**config.mk**
```make
export PLATFORM = sky130hd
export DESIGN_NAME = mult_share_ctrl
export DESIGN_NICKNAME = d
export VERILOG_FILES = /design/src/rtl/mult_share_pkg.sv /design/src/rtl/classical.sv /design/src/rtl/rr_arbiter.sv /design/src/rtl/mult_share_ctrl.sv
export SDC_FILE = /design/constraint.sdc
export NUM_CORES = 2
export LEC_CHECK = 0
export CAP_MARGIN = 20
export CORE_ASPECT_RATIO = 0.9
export CORE_MARGIN = 10
export CORE_UTILIZATION = 48
export DETAILED_ROUTE_END_ITERATION = 6
export GPL_ROUTABILITY_DRIVEN = 0
export PLACE_DENSITY = 0.73
export SETUP_SLACK_MARGIN = 0.05
export SLEW_MARGIN = 30
export SYNTH_ARGS = -nofsm -noshare
export SYNTH_HDL_FRONTEND = slang
export SYNTH_SLANG_ARGS = --single-unit
```
**constraint.sdc**
```tcl
create_clock -name clk -period 13.25 [get_ports clk]
set_input_delay 2.65 -clock clk [delete_from_list [all_inputs] [get_ports clk]]
set_output_delay 2.65 -clock clk [all_outputs]
set_load 0.01 [all_outputs]
```
**src/rtl/mult_share_pkg.sv**
```systemverilog
// Shared types and defaults for the shared-multiplier controller.
// Optional statistics counters are enabled with MULT_SHARE_STATS_EN.
package mult_share_pkg;

    localparam int WIDTH  = 32;
    localparam int PROD_W = 2 * WIDTH;

    typedef enum logic [1:0] {
        IDLE,
        CALC,
        DONE
    } state_t;

    function automatic int clog2(input int n);
        int r;
        r = 0;
        while ((1 << r) < n) begin
            r++;
        end
        return (r < 1) ? 1 : r;
    endfunction

endpackage

```
**src/rtl/classical.sv**
```systemverilog
// Combinational unsigned multiplier producing the full-width product.
// Shared by the requesters behind mult_share_ctrl.
module classical #(
    parameter int WIDTH = 32
) (
    input  logic [WIDTH-1:0]   a,
    input  logic [WIDTH-1:0]   b,
    output logic [2*WIDTH-1:0] ans
);

    assign ans = {{WIDTH{1'b0}}, a} * {{WIDTH{1'b0}}, b};

endmodule

```
**src/rtl/rr_arbiter.sv**
```systemverilog
// Combinational round-robin arbiter; the search starts at ptr.
// The pointer register lives in the parent controller.
module rr_arbiter
    import mult_share_pkg::*;
#(
    parameter int NUM_REQ = 4,
    parameter int ID_W    = clog2(NUM_REQ)
) (
    input  logic [NUM_REQ-1:0] req,
    input  logic [ID_W-1:0]    ptr,
    input  logic               en,
    output logic [NUM_REQ-1:0] gnt,
    output logic [ID_W-1:0]    gnt_idx
);

    logic [ID_W-1:0] idx;
    logic            found;

    always_comb begin
        gnt     = '0;
        gnt_idx = '0;
        found   = 1'b0;
        idx     = '0;
        for (int k = 0; k < NUM_REQ; k++) begin
            idx = ID_W'((int'(ptr) + k) % NUM_REQ);
            if (en && !found && req[idx]) begin
                found    = 1'b1;
                gnt[idx] = 1'b1;
                gnt_idx  = idx;
            end
        end
    end

endmodule

```
**src/rtl/mult_share_ctrl.sv**
```systemverilog
// Round-robin sharing of one multiplier with registered operands/product.
// Define MULT_SHARE_STATS_EN to add stat_ops / stat_stall counters.
module mult_share_ctrl
    import mult_share_pkg::*;
#(
    parameter int NUM_REQ = 4,
    parameter int WIDTH   = mult_share_pkg::WIDTH,
    parameter int ID_W    = clog2(NUM_REQ)
) (
    input  logic                     clk,
    input  logic                     rst,
    input  logic [NUM_REQ-1:0]       req_valid,
    output logic [NUM_REQ-1:0]       req_ready,
    input  logic [NUM_REQ*WIDTH-1:0] req_a,
    input  logic [NUM_REQ*WIDTH-1:0] req_b,
    output logic                     resp_valid,
    input  logic                     resp_ready,
    output logic [ID_W-1:0]          resp_id,
    output logic [2*WIDTH-1:0]       resp_ans
`ifdef MULT_SHARE_STATS_EN
    ,
    output logic [31:0]              stat_ops,
    output logic [31:0]              stat_stall
`endif
);

    state_t             state;
    state_t             state_nxt;
    logic [ID_W-1:0]    rr_ptr;
    logic [ID_W-1:0]    ptr_nxt;
    logic [WIDTH-1:0]   op_a;
    logic [WIDTH-1:0]   op_b;
    logic [ID_W-1:0]    op_id;
    logic [2*WIDTH-1:0] ans_q;
    logic [ID_W-1:0]    id_q;
    logic [2*WIDTH-1:0] prod;
    logic [NUM_REQ-1:0] gnt;
    logic [ID_W-1:0]    gnt_idx;
    logic               arb_en;
    logic               grant;
    logic [WIDTH-1:0]   sel_a;
    logic [WIDTH-1:0]   sel_b;

    // A new grant is only possible when the output slot is free.
    assign arb_en = (state == IDLE) || (state == DONE && resp_ready);

    rr_arbiter #(
        .NUM_REQ (NUM_REQ),
        .ID_W    (ID_W)
    ) u_arb (
        .req     (req_valid),
        .ptr     (rr_ptr),
        .en      (arb_en),
        .gnt     (gnt),
        .gnt_idx (gnt_idx)
    );

    classical #(
        .WIDTH (WIDTH)
    ) u_mul (
        .a   (op_a),
        .b   (op_b),
        .ans (prod)
    );

    assign grant      = |gnt;
    assign req_ready  = gnt;
    assign resp_valid = (state == DONE);
    assign resp_id    = id_q;
    assign resp_ans   = ans_q;
    assign ptr_nxt    = (gnt_idx == ID_W'(NUM_REQ - 1)) ? '0
                                                       : gnt_idx + ID_W'(1);

    always_comb begin
        sel_a = '0;
        sel_b = '0;
        for (int i = 0; i < NUM_REQ; i++) begin
            if (gnt[i]) begin
                sel_a = req_a[i*WIDTH +: WIDTH];
                sel_b = req_b[i*WIDTH +: WIDTH];
            end
        end
    end

    always_comb begin
        state_nxt = state;
        unique case (state)
            IDLE: begin
                if (grant) state_nxt = CALC;
            end
            CALC: state_nxt = DONE;
            DONE: begin
                if (resp_ready) state_nxt = grant ? CALC : IDLE;
            end
            default: state_nxt = IDLE;
        endcase
    end

    always_ff @(posedge clk) begin
        if (rst) begin
            state  <= IDLE;
            rr_ptr <= '0;
            op_a   <= '0;
            op_b   <= '0;
            op_id  <= '0;
            ans_q  <= '0;
            id_q   <= '0;
        end else begin
            state <= state_nxt;
            if (grant) begin
                op_a   <= sel_a;
                op_b   <= sel_b;
                op_id  <= gnt_idx;
                rr_ptr <= ptr_nxt;
            end
            if (state == CALC) begin
                ans_q <= prod;
                id_q  <= op_id;
            end
        end
    end

`ifdef MULT_SHARE_STATS_EN
    always_ff @(posedge clk) begin
        if (rst) begin
            stat_ops   <= '0;
            stat_stall <= '0;
        end else begin
            if (resp_valid && resp_ready && stat_ops != '1)
                stat_ops <= stat_ops + 32'd1;
            if (state == DONE && !resp_ready && stat_stall != '1)
                stat_stall <= stat_stall + 32'd1;
        end
    end
`endif

endmodule

```
==> qor.yml <==
use_met2: 0.411
cts.sinks: 136
fmax_mhz: 113
grt_max_degree: 84
syn-num-nets: 5917
post-cts-setup-buffer-count: 0
grt.overflow.total: 0
cts_root_buffer: "clkbuf_16"
worstPathArrival_ps: 6170
yosysTopAreaCell: "fa_1"
whs_path_depth: 2
die_w_um: 328
synthesis.area_um2: 40900
grt_pass1_vias: 34700
r2r_end: "resp_ans[60]$_SDFFE_PP0N_"
r2r_slack_ps: 4530
wl_um: 121000
drive_gt1_frac: 0.0687
row_count: 101
min_to: "resp_ans[18]$_SDFFE_PP0N_"
cts_max_level: 4
hold_path.class: "flop to flop"
cp-end-kind: "primary output"
critPathKind: "primary input to primary output"
num_vias: 32200
firstDrtPassIters: 5
path_max_fanout: 65
clockBufferDepth: 2
synthFlopType: "dfxtp_1"
die_area_um2: 97300
globalRoute.busiestLayer: "met2"
setup_slack_ps: 4430
yosys_register_bits: 136
tightest_slew_ps: 979
fin_crit_sh: 0.665
fin_skew_ps: 13.8
met3_usage: 0.0620
reg2regPathDepth: 24
synthTopCellsByCount: "fa_1, inv_1, and2_1"
grt_use_total: 0.253
hold_buffers: 0
cp.required_ps: 10600
synth_seq_area_share: 0.0666
layout.nets: 6040
drc_errors: 0
grt_pass1_wl_um: 195000
ir_drop_uv: 579
antenna_found_initial: 6
cts-buffers-inserted: 17
postRouteAntennaNets: 0
status: "finished clean"
met1_usage: 0.323
die_h_um: 297
netlist.area_leader.share: 0.439
setup_viol: 0
via_per_inst: 5.59
hold_slack_ps: 452
cts-resized-gates: 0
pin_count: 334
hold_viol: 0
slew_headroom: 0.348
clk_pin_slew_ps: 80
critPathLaunchType: "primary input"
final_max_slew_viol_count: 0
synth_cells: 4490
initial_core_util: 0.484
yosysWarningCount: 0
synth_area_leaders: "fa_1, and2_1, ha_1, inv_1, dfxtp_1"
tns_ps: 0
avgSynthCellArea_um2: 9.11
hp-start: "resp_ans[18]$_SDFFE_PP0N_"
fin_util: 0.541
place_ws_ps: 4450
synth_cell_types: 79
rsz0062_at_grt: "no"
dpl.hpwl_um: 95800
cts_tree: "built"
insertion_delay_ps: 480
p_leak_uw: 0.0219
avgRoutedWirePerCell_um: 21.1
yosysMostFrequentCell: "fa_1"
placement.io_buffers: 333
syn2layout_area_growth_pct: 11.6
drtIter0Drc: 2472
core_area_um2: 84400
maxCapViolCount: 0
powerDensity_nw_per_um2: 273
async_reset_ff_frac: 0
synth_edf_count: 0
r2r_start: "op_a[11]$_SDFFE_PP0P_"
period_needed_ps: 8820
## logic make-up (layout without fill, tap and decap cells)
group,Yosys count,after routing,synth area share
AO/OA/AOI/OAI,438,438,0.0953
adder cells (fa/ha/maj),1164,1164,0.521
XOR/XNOR,43,43,0.00921
AND/OR/NAND/NOR,1529,1529,0.194
flip-flops,136,136,0.0666
buffers and inverters,1172,1308,0.111
multiplexers,8,8,0.00291
other,0,2,0
## metal layers
metal,share of wire,wire [um],vias up
met5,0.00013,16,-
met4,0.043,5190,2
met3,0.090,10900,274
met2,0.47,57300,1439
met1,0.40,47900,16600
li1,-,-,13900
## worst max path at each step
stage	slack, ps	cells past startpoint	startpoint	endpoint
2_1_floorplan	5830	7	req_valid[1]	req_ready[3]
3_3_place_gp	4560	8	req_valid[0]	req_ready[2]
3_5_place_dp	4450	8	req_valid[3]	req_ready[2]
4_1_cts	4460	8	req_valid[2]	req_ready[2]
5_1_grt	4270	24	op_a[11]$_SDFFE_PP0P_	resp_ans[60]$_SDFFE_PP0N_
6_report	4430	8	req_valid[2]	req_ready[2]
## per-stage QoR
| step | area (um2) | power [uW] | std cells |
|---|---|---|---|
| 2_1_floorplan | 40900 | 8410 | 4490 |
| 3_3_place_gp | 45000 | 11600 | 5727 |
| 3_5_place_dp | 45000 | 11700 | 5727 |
| 4_1_cts | 45600 | 12400 | 5759 |
| 5_1_grt | 45600 | 13600 | 5761 |
| 6_report | 45600 | 12500 | 5761 |
## layout make-up
cell class	instances	area (um2)
fillers	7602	38800
clock inverters	15	226
flip-flops and latches	136	2730
well taps	1133	1420
diodes	2	5.00
multi-input cells	3182	33700
repair buffers	407	3890
clock buffers	17	425
inverters	869	3260
## power by group
part / internal (uW) / switching, uW / total (uW) / leakage (uW)
clock network: 307 / 229 / 536 / 0.000315
registers: 540 / 141 / 682 / 0.00112
logic: 4240 / 7000 / 11200 / 0.0205
total: 5090 / 7370 / 12500 / 0.0219
## state kept, by name, indices dropped and copies added (netlist names), named ones only
name / count
op_a: 32
op_b: 32
op_id: 2
resp_ans: 64
resp_id: 2
rr_ptr: 1
state: 2
## placed cells by master (no fill, tap or decap), types with 4 or more instances in the layout
cell	n
nand4_1	21
o21ai_0	46
a21o_1	44
fa_1	896
and2_1	595
nor4_1	5
xor2_1	14
inv_1	867
nor2_1	169
a221oi_2	120
nand3_1	24
and3_1	17
a211oi_1	11
inv_6	4
or4_1	7
o31ai_1	5
xnor2_1	29
a2111oi_0	4
nand3b_1	9
ha_1	268
clkbuf_16	17
clkdlybuf4s50_1	332
a31oi_1	12
nand2_1	567
mux2i_1	4
or3_1	8
o21bai_1	13
dfxtp_2	6
dfxtp_1	130
o211ai_1	4
nor2b_1	8
inv_8	4
a221oi_1	12
a21oi_1	119
nor3_2	60
nor3_1	17
nand2b_1	6
buf_4	74
## critical path, cell delays in order
cell and delay [ps]:
clkdlybuf4s50_1 510, mux4_2 510, or4_4 540, a311oi_4 520
a221oi_4 100, buf_4 390, inv_4 280, clkdlybuf4s50_1 620
Power figures use the tool's default switching activity.
